## src/rtl/add_approx_pkg.sv

```systemverilog
// Shared types and helpers for the lower-part-OR approximate adder.
// The golden model loa_sum works on up to MAX_W-bit operands so any W <= MAX_W can use it.
package add_approx_pkg;

  typedef enum logic {
    MODE_EXACT  = 1'b0,
    MODE_APPROX = 1'b1
  } mode_e;

  localparam int MAX_W = 32;

  // Width of the sum for a W-bit operand: the carry out lands in the extra top bit.
  function automatic int sum_w(input int w);
    return w + 1;
  endfunction

  // Reference lower-part-OR sum: OR in the low k bits, carry-in from the top approximate bit.
  function automatic logic [MAX_W:0] loa_sum(input logic [MAX_W-1:0] a,
                                             input logic [MAX_W-1:0] b,
                                             input int w,
                                             input int k);
    logic [MAX_W:0] lo;
    logic [MAX_W:0] hi;
    logic [MAX_W:0] res;
    logic           cin;
    lo  = '0;
    cin = 1'b0;
    for (int i = 0; i < MAX_W; i++) begin
      if (i < k)      lo[i] = a[i] | b[i];
      if (i == k - 1) cin   = a[i] & b[i];
    end
    hi  = (({1'b0, a} >> k) + ({1'b0, b} >> k) + (MAX_W+1)'(cin)) << k;
    res = hi | lo;
    for (int i = 0; i <= MAX_W; i++) begin
      if (i > w) res[i] = 1'b0;
    end
    return res;
  endfunction

endpackage

```

## src/rtl/add_approx_err_mon.sv

```systemverilog
// Error monitor: tracks |exact - out_sum| over approximate-mode results leaving the pipe.
// Only built when ADD_ERR_MON_EN is defined.
module add_approx_err_mon
  import add_approx_pkg::*;
#(
  parameter int W     = 8,
  parameter int ACC_W = 32
) (
  input  logic             clk,
  input  logic             rst,
  input  logic             stat_clr,
  input  logic             ld_p2,
  input  logic [W-1:0]     a_p1,
  input  logic [W-1:0]     b_p1,
  input  logic             pop,
  input  mode_e            out_mode,
  input  logic [W:0]       out_sum,
  output logic [ACC_W-1:0] err_acc,
  output logic [ACC_W-1:0] err_cnt,
  output logic [W:0]       err_max
);

  logic [W:0]       exact_p2_d, exact_p2_q;
  logic [W:0]       err;
  logic [ACC_W-1:0] err_acc_d, err_acc_q;
  logic [ACC_W-1:0] err_cnt_d, err_cnt_q;
  logic [W:0]       err_max_d, err_max_q;

  function automatic logic [ACC_W-1:0] sat_add(input logic [ACC_W-1:0] x,
                                               input logic [ACC_W-1:0] y);
    logic [ACC_W:0] s;
    s = {1'b0, x} + {1'b0, y};
    return s[ACC_W] ? '1 : s[ACC_W-1:0];
  endfunction

  function automatic logic [W:0] abs_diff(input logic [W:0] x, input logic [W:0] y);
    return (x >= y) ? (x - y) : (y - x);
  endfunction

  // Exact sum follows the item entering S2 so it lines up with out_sum.
  always_comb begin
    exact_p2_d = exact_p2_q;
    if (ld_p2) exact_p2_d = {1'b0, a_p1} + {1'b0, b_p1};
  end

  // Counter update on output handshake; clear takes priority over a coincident sample.
  always_comb begin
    err       = abs_diff(exact_p2_q, out_sum);
    err_acc_d = err_acc_q;
    err_cnt_d = err_cnt_q;
    err_max_d = err_max_q;
    if (stat_clr) begin
      err_acc_d = '0;
      err_cnt_d = '0;
      err_max_d = '0;
    end else if (pop && out_mode == MODE_APPROX) begin
      err_acc_d = sat_add(err_acc_q, ACC_W'(err));
      err_cnt_d = sat_add(err_cnt_q, ACC_W'(err != '0));
      if (err > err_max_q) err_max_d = err;
    end
  end

  // Exact-sum register (data, no reset).
  always_ff @(posedge clk) begin
    exact_p2_q <= exact_p2_d;
  end

  // Monitor counters.
  always_ff @(posedge clk) begin
    if (rst) begin
      err_acc_q <= '0;
      err_cnt_q <= '0;
      err_max_q <= '0;
    end else begin
      err_acc_q <= err_acc_d;
      err_cnt_q <= err_cnt_d;
      err_max_q <= err_max_d;
    end
  end

  assign err_acc = err_acc_q;
  assign err_cnt = err_cnt_q;
  assign err_max = err_max_q;

endmodule

```

## src/rtl/add_approx_pipe.sv

```systemverilog
// Two-stage lower-part-OR approximate adder with valid/ready handshake.
// Define ADD_ERR_MON_EN to build the error monitor; otherwise its outputs read 0.
module add_approx_pipe
  import add_approx_pkg::*;
#(
  parameter int W     = 8,
  parameter int K     = 3,
  parameter int ACC_W = 32
) (
  input  logic             clk,
  input  logic             rst,
  input  logic             in_valid,
  output logic             in_ready,
  input  logic [W-1:0]     in_a,
  input  logic [W-1:0]     in_b,
  input  logic             in_mode,
  output logic             out_valid,
  input  logic             out_ready,
  output logic [W:0]       out_sum,
  output logic             out_mode,
  input  logic             stat_clr,
  output logic [ACC_W-1:0] err_acc,
  output logic [W:0]       err_max,
  output logic [ACC_W-1:0] err_cnt
);

  localparam int               SW      = sum_w(W);
  localparam logic [SW-1:0]    ONE_K   = SW'(1) << K;
  localparam logic [W-1:0]     LO_MASK = W'(ONE_K - SW'(1));
  localparam int               CI      = (K > 0) ? K - 1 : 0;

  logic          s1_ld, s2_ld;
  logic          vld_p1_d, vld_p1_q, vld_p2_d, vld_p2_q;
  logic [W-1:0]  lo_p1_d, lo_p1_q, hia_p1_d, hia_p1_q, hib_p1_d, hib_p1_q;
  logic          cin_p1_d, cin_p1_q;
  mode_e         mode_p1_d, mode_p1_q, mode_p2_d, mode_p2_q;
  logic [SW-1:0] sum_p2_d, sum_p2_q;

  // Handshake: a stage loads when empty or when its downstream stage is loading.
  always_comb begin
    s2_ld    = !vld_p2_q || out_ready;
    s1_ld    = !vld_p1_q || s2_ld;
    vld_p1_d = s1_ld ? in_valid : vld_p1_q;
    vld_p2_d = s2_ld ? vld_p1_q : vld_p2_q;
  end

  // S1: split operands; exact mode keeps full operands in the high path with no low part.
  always_comb begin
    lo_p1_d   = lo_p1_q;
    cin_p1_d  = cin_p1_q;
    hia_p1_d  = hia_p1_q;
    hib_p1_d  = hib_p1_q;
    mode_p1_d = mode_p1_q;
    if (s1_ld && in_valid) begin
      mode_p1_d = mode_e'(in_mode);
      if (mode_e'(in_mode) == MODE_APPROX) begin
        lo_p1_d  = (in_a | in_b) & LO_MASK;
        cin_p1_d = (K > 0) ? (in_a[CI] & in_b[CI]) : 1'b0;
        hia_p1_d = in_a & ~LO_MASK;
        hib_p1_d = in_b & ~LO_MASK;
      end else begin
        lo_p1_d  = '0;
        cin_p1_d = 1'b0;
        hia_p1_d = in_a;
        hib_p1_d = in_b;
      end
    end
  end

  // S2: high add with carry-in injected at bit K, low OR part merged in.
  always_comb begin
    sum_p2_d  = sum_p2_q;
    mode_p2_d = mode_p2_q;
    if (s2_ld && vld_p1_q) begin
      sum_p2_d  = ({1'b0, hia_p1_q} + {1'b0, hib_p1_q} + (cin_p1_q ? ONE_K : '0))
                  | {1'b0, lo_p1_q};
      mode_p2_d = mode_p1_q;
    end
  end

  // ---- stage boundary p1: operand split registers (data, no reset) ----
  always_ff @(posedge clk) begin
    lo_p1_q   <= lo_p1_d;
    cin_p1_q  <= cin_p1_d;
    hia_p1_q  <= hia_p1_d;
    hib_p1_q  <= hib_p1_d;
    mode_p1_q <= mode_p1_d;
  end

  // ---- stage boundary p2: valids and visible result, cleared by reset ----
  always_ff @(posedge clk) begin
    if (rst) begin
      vld_p1_q  <= 1'b0;
      vld_p2_q  <= 1'b0;
      sum_p2_q  <= '0;
      mode_p2_q <= MODE_EXACT;
    end else begin
      vld_p1_q  <= vld_p1_d;
      vld_p2_q  <= vld_p2_d;
      sum_p2_q  <= sum_p2_d;
      mode_p2_q <= mode_p2_d;
    end
  end

  assign in_ready  = s1_ld;
  assign out_valid = vld_p2_q;
  assign out_sum   = sum_p2_q;
  assign out_mode  = mode_p2_q;

`ifdef ADD_ERR_MON_EN
  logic [W-1:0] a_p1_d, a_p1_q, b_p1_d, b_p1_q;

  // Raw operands ride alongside S1 so the monitor can form the exact sum.
  always_comb begin
    a_p1_d = a_p1_q;
    b_p1_d = b_p1_q;
    if (s1_ld && in_valid) begin
      a_p1_d = in_a;
      b_p1_d = in_b;
    end
  end

  // Raw operand registers for the monitor.
  always_ff @(posedge clk) begin
    a_p1_q <= a_p1_d;
    b_p1_q <= b_p1_d;
  end

  add_approx_err_mon #(.W(W), .ACC_W(ACC_W)) u_err_mon (
    .clk      (clk),
    .rst      (rst),
    .stat_clr (stat_clr),
    .ld_p2    (s2_ld && vld_p1_q),
    .a_p1     (a_p1_q),
    .b_p1     (b_p1_q),
    .pop      (vld_p2_q && out_ready),
    .out_mode (mode_p2_q),
    .out_sum  (sum_p2_q),
    .err_acc  (err_acc),
    .err_cnt  (err_cnt),
    .err_max  (err_max)
  );
`else
  logic unused_stat_clr;
  assign unused_stat_clr = stat_clr;
  assign err_acc = '0;
  assign err_max = '0;
  assign err_cnt = '0;
`endif

endmodule

```

## config.mk

```make
export PLATFORM = sky130hd
export DESIGN_NAME = add_approx_pipe
export DESIGN_NICKNAME = d
export VERILOG_FILES = /design/src/rtl/add_approx_pkg.sv /design/src/rtl/add_approx_err_mon.sv /design/src/rtl/add_approx_pipe.sv
export SDC_FILE = /design/constraint.sdc
export NUM_CORES = 1
export LEC_CHECK = 0
export BUFFER_PORTS_ARGS = -buffer_cell sky130_fd_sc_hd__buf_2
export CORE_MARGIN = 5
export CORE_UTILIZATION = 51
export CTS_BUF_LIST = sky130_fd_sc_hd__clkbuf_2
export DETAILED_ROUTE_END_ITERATION = 12
export PLACE_DENSITY = 0.88
export SYNTH_ARGS = -nofsm -noshare
export SYNTH_HDL_FRONTEND = slang
export SYNTH_HIERARCHICAL = 1
export SYNTH_SLANG_ARGS = --single-unit
```

## constraint.sdc

```tcl
create_clock -name clk -period 5 [get_ports clk]
set_input_delay 1 -clock clk [delete_from_list [all_inputs] [get_ports clk]]
set_output_delay 1 -clock clk [all_outputs]
set_load 0.01 [all_outputs]
```

==> reports/qor.txt, run 1 <==
Critical path class - primary input to primary output
Post-route clock period utilization - 0.5017
Die ar. - 0.005608 sq mm
CTS root buffer - clkbuf_2
Worst r2r path cells - 7
Antenna violations before repair - 0
Power, Total - 0.5646 mW
Status - complete, no violations
Avg Cell Area, Syn - 10.42 sq um
CTS tree - done
RSZ-0062 raised after global routing - no
Max clock buf depth - 2
Footprint of the multi-input gates - 959.7 sq um
Top cells by area, synth - edfxtp_1 29%, buf_4 26%, dfxtp_1 11%, ha_1 8.2%, nor2b_1 2.0%
Core area - 0.004029 sq mm
Gr usage total - 0.1213
Htree depth - 2
Final worst clock skew - 0.01009 ns
Power density over cell area - 267.3 mW/mm^2
Routed length per instance - 11.71 um
Ys flop type - edfxtp_1
Setup Buffers After CTS - 0
Die width - 74.89 um
Total global routing overflow - 0
Top cell type by total area after synthesis - edfxtp_1
Max-cap violation count - 0
Share of cells above drive strength 1 - 0.1792
Least-Margin Pin Slew - 0.8818 ns
FMAX - 0.3987 GHz
N_diodes - 0
Setup-failing EPs final - 0
Die Y - 74.89 um
Reg clk slew, reported paths - 0.16 ns
Post-route DRC violation count - 0
Synth unique cells - 37
Min Tclk post-route - 2.508 ns
Dpl cells - 282
Io pins - 107
Setup tns final - 0 ns
Pin count of the biggest net entering global routing - 22
Slew headroom - 0.4121
Register area - 870.8 sq um
Iteration-0 DRC Markers - 37
EDFF count, synth - 21
Cell Area, Synth - 0.002147 sq mm
Sink Count - 33
P_leak - 1.025 nW
Max-slew violations - 0
Count of hold-fix buffers inserted at cts - 0
Num CTS Buffers - 5
Number of port buffers - 32
WHS Path Cells - 2
Initial Util - 0.5329
Vias/cell - 4.410
YS warnings - 6
Post-synth top area share - 0.2937
Area Overhead vs Synth - -1.631%
Routability cong. - 0.7104
Synth Register Bits - 33
Via count - 1279
Crit-path max FO - 3
Worst skew pair latency - 0.36 ns
Rows - 23
Final std cells w/o fill - 290
WL final - 3396 um
CP startpoint kind - primary input
ANT nets after route - 0
Hpwl dp - 2770 um
Worst Hold Slack - 0.4742 ns
Seq/Total Area, Yosys - 0.4056
Drt first pass iters - 4
# resized after CTS - 0
CP arrival - 1.51 ns
Hold Vio Cnt, Final - 0
CP endpoint kind - primary output
Async set or reset register ratio after synthesis - 0
Crit path required time - 4.00 ns
# fillers - 364
Worst VDD drop - 151.6 uV
Gate Count Post-Synth - 206
Hold Path Class - register to register
Number of global-route vias before repair - 1123
Global-route wire length before repair - 5002 um
Fin nets - 277
[path summary, 6_finish.rpt]
path                             startpoint    endpoint  slack (ns)
worst min register to register     out_mode    out_mode        0.47
worst max register to register  hia_p1_q[1]  out_sum[7]        2.51
worst min-delay path               out_mode    out_mode        0.47
worst max-delay path              out_ready    in_ready        2.49
[final cells by class]
type | instances | share of cell area
Sequential cell | 33 | 0.4123
Inverter | 5 | 0.008886
Clock buffer | 7 | 0.01659
Tap cell | 50 | 0.02962
Clock inverter | 1 | 0.002370
Timing Repair Buffer | 32 | 0.07583
Multi-Input combinational cell | 162 | 0.4544
[state kept, by name, indices dropped and copies added (netlist names)]
signal     flops
hib_p1_q       8
hia_p1_q       8
lo_p1_q        3
out_valid      1
out_sum        9
mode_p1_q      1
cin_p1_q       1
out_mode       1
vld_p1_q       1
[routing by layer]
| layer | global-route usage | share of wire | up-vias |
|---|---|---|---|
| met2 | 0.2118 | 0.50 | 70 |
| met5 | 0 | 0 | - |
| met3 | 0.03204 | 0.12 | 8 |
| met4 | 0.07510 | 0.025 | 0 |
| met1 | 0.1296 | 0.36 | 561 |
| li1 | - | - | 640 |
[cell families after synthesis]
kind of cell | share of synthesized area
DFF | 0.4056
adders and majority gates | 0.1002
AOI/OAI and AO/OA | 0.08916
xor gates and xnor gates | 0.008160
and+or+nand+nor | 0.1218
buffers and inverters | 0.2733
other | 0.001747
[cell usage in the layout (no fill, tap or decap), drive strengths merged, types with 2 or more instances in the layout]
cell	count
a21o	2
nand2	5
ha	14
a211oi	2
dfxtp	12
and2	2
nand3b	4
or4b	2
clkbuf	7
nand2b	3
nor2b	7
buf	32
edfxtp	21
o211ai	2
o21a	5
nand4	3
o21ai	2
a211o	3
conb	73
nor2	9
fa	2
inv	5
a21oi	5
nor3	7
[worst max-delay path, cell delays in order]
cell and delay (ns):
buf_2 0.10, nor2b_1 0.17, nand2_1 0.09, buf_2 0.14
[report_power, final]
group	switching (mW)	internal, mW
Clock	0.0851	0.0382
Sequential	0.00651	0.309
Combinational	0.0819	0.0438
[stage by stage]
step	area, sq um	setup WS, ns	util
after floorplan	2417	2.727	-
after global placement	2072	2.512	0.5143
after detailed placement	2072	2.489	0.5143
final	2112	2.492	0.5242
after CTS	2112	2.486	0.5242
after global routing	2112	2.445	0.5242
[synth_stat cells (2+ instances only)]
cell type and count:
a211o_1 3, and2_1 2, nor2b_1 7, or4b_1 2
ha_1 14, a21o_1 2, nand2b_1 3, o21ai_1 2
clkbuf_1 4, a21oi_1 5, nand2_1 5, o21a_1 4
edfxtp_1 21, nand3b_1 4, dfxtp_1 12, o211ai_1 2
fa_1 2, nor3_1 7, buf_4 73, inv_1 5
nand4_1 3, nor2_1 9
No activity file was read; power rests on OpenSTA's default activity.
==> inputs of run 2 (changes only) <==
--- a/config.mk
+++ b/config.mk
@@ -7,10 +7,10 @@
 export LEC_CHECK = 0
 export BUFFER_PORTS_ARGS = -buffer_cell sky130_fd_sc_hd__buf_2
 export CORE_MARGIN = 5
-export CORE_UTILIZATION = 51
+export CORE_UTILIZATION = 47
 export CTS_BUF_LIST = sky130_fd_sc_hd__clkbuf_2
 export DETAILED_ROUTE_END_ITERATION = 12
-export PLACE_DENSITY = 0.88
+export PLACE_DENSITY = 0.82
 export SYNTH_ARGS = -nofsm -noshare
 export SYNTH_HDL_FRONTEND = slang
 export SYNTH_HIERARCHICAL = 1
==> constraint.sdc (replaced) <==
create_clock -name clk -period 2.6 [get_ports clk]
set_input_delay 0.52 -clock clk [delete_from_list [all_inputs] [get_ports clk]]
set_output_delay 0.52 -clock clk [all_outputs]
set_load 0.01 [all_outputs]
==> run 2 against run 1 <==
  * Register-to-register slack worse by 2.3 ns
  * Clock power grew 90%
  * Global-route usage is 1.9 points lower
  * Wire length is 7.0% lower
  * Critical path type is now register to register
==> reports/qor.txt, run 2 (synthesis results as in run 1) <==
Status - complete, no violations
Sink Count - 33
Setup-failing EPs final - 0
Post-route DRC violation count - 0
Vias/cell - 4.297
Worst VDD drop - 278.8 uV
GR peak layer - met2
Die width - 77.59 um
Routed length per instance - 10.78 um
Max reg flops - 9
Die Y - 77.59 um
Via count - 1259
Routability cong. - 0.7441
Count of hold-fix buffers inserted at cts - 0
N_diodes - 0
Met3 Use GR - 0.02662
Hold Vio Cnt, Final - 0
Core area - 0.004384 sq mm
Iteration-0 DRC Markers - 47
CP startpoint kind - register
Antenna violations before repair - 0
Slew headroom - 0.6430
Global-route wire length before repair - 4933 um
Post-route clock period utilization - 0.9176
Gr usage total - 0.1018
Reg clk slew, reported paths - 0.16 ns
Max-slew violations - 0
Worst skew pair latency - 0.36 ns
Htree depth - 2
CTS root buffer - clkbuf_2
Min Tclk post-route - 2.386 ns
Num CTS Buffers - 5
Share of cells above drive strength 1 - 0.1826
FMAX - 0.4192 GHz
Hpwl dp - 2641 um
Die ar. - 0.006020 sq mm
Fin nets - 278
P_leak - 1.030 nW
Final worst clock skew - 0.01121 ns
Rows - 24
Least-Margin Pin Slew - 0.5342 ns
Crit-path max FO - 3
ANT nets after route - 0
Commonest non-fill, non-tap cell in the layout - conb_1
Hold Path Class - primary input to register
Total global routing overflow - 0
Power, Total - 1.079 mW
WL final - 3159 um
Max clock buf depth - 2
Setup Buffers After CTS - 0
CTS tree - done
Commonest non-fill, non-tap cells in the layout - 73 x conb_1, 32 x buf_2, 21 x edfxtp_1, 14 x ha_1, 12 x dfxtp_1
GRT met1 Usage - 0.1146
Setup tns final - 0 ns
Crit path required time - 2.90 ns
# resized after CTS - 0
CP arrival - 2.69 ns
Max-cap violation count - 0
Area Overhead vs Synth - -1.165%
Io pins - 107
Number of global-route vias before repair - 1096
Critical path class - register to register
Met2 GRT Util - 0.1686
Drt first pass iters - 4
CP endpoint kind - register
Power density over cell area - 508.6 mW/mm^2
Number of port buffers - 32
Initial Util - 0.4897
Pin count of the biggest net entering global routing - 22
RSZ-0062 raised after global routing - no
## run 2: cell count changes in the layout (fill, tap and decap cells not counted)
cell,previous run,this run
buf_4,0,1
## run 2: per-layer routing
metal	routed length [um]	up-vias
li1	-	632
met1	1241	549
met2	1498	71
met3	334	7
met4	85	0
met5	0	-
## run 2: per-stage QoR
stage	instance area (sq um)	utilization	cells	hold slack (ns)	worst slack (ns)
2_1_floorplan	2417	-	278	0.4713	0.3611
3_3_place_gp	2082	0.4749	285	0.4384	0.2919
3_5_place_dp	2082	0.4749	285	0.4457	0.2519
4_1_cts	2122	0.4840	293	0.2879	0.2001
5_1_grt	2122	0.4840	293	0.2709	0.09147
6_report	2122	0.4840	293	0.3256	0.2142
## run 2: critical path: stages (launching register included)
cell       delay [ns]
edfxtp_1         0.40
ha_1             0.30
ha_1             0.25
fa_1             0.41
a21o_1           0.22
a211o_1          0.33
a2111oi_2        0.28
nand4b_1         0.14
## run 2: power by group
part	total (mW)	switching [mW]	internal, mW	leakage, nW
Combinational	0.239	0.154	0.0854	0.690
Sequential	0.606	0.0122	0.594	0.307
Clock	0.234	0.160	0.0735	0.0330
Total	1.08	0.327	0.753	1.03
## run 2: layout make-up
class / instances / area (sq um)
fill: 435 / 2262
timing repair buffer: 33 / 167.7
sequential: 33 / 870.8
inverter: 5 / 18.77
tap: 52 / 65.06
clock buffer: 7 / 35.03
multi-input combinational: 162 / 959.7
clock inverter: 1 / 5.005
## run 2: path summary, 6_finish.rpt
kind	endpoint	depth (start not counted)	start	slack (ns)
worst min register to register	out_sum[4]	2	out_sum[4]	0.46
worst max register to register	out_sum[7]	7	hia_p1_q[1]	0.21
worst min-delay path	hib_p1_q[3]	1	in_b[3]	0.33
worst max-delay path	out_sum[7]	7	hia_p1_q[1]	0.21
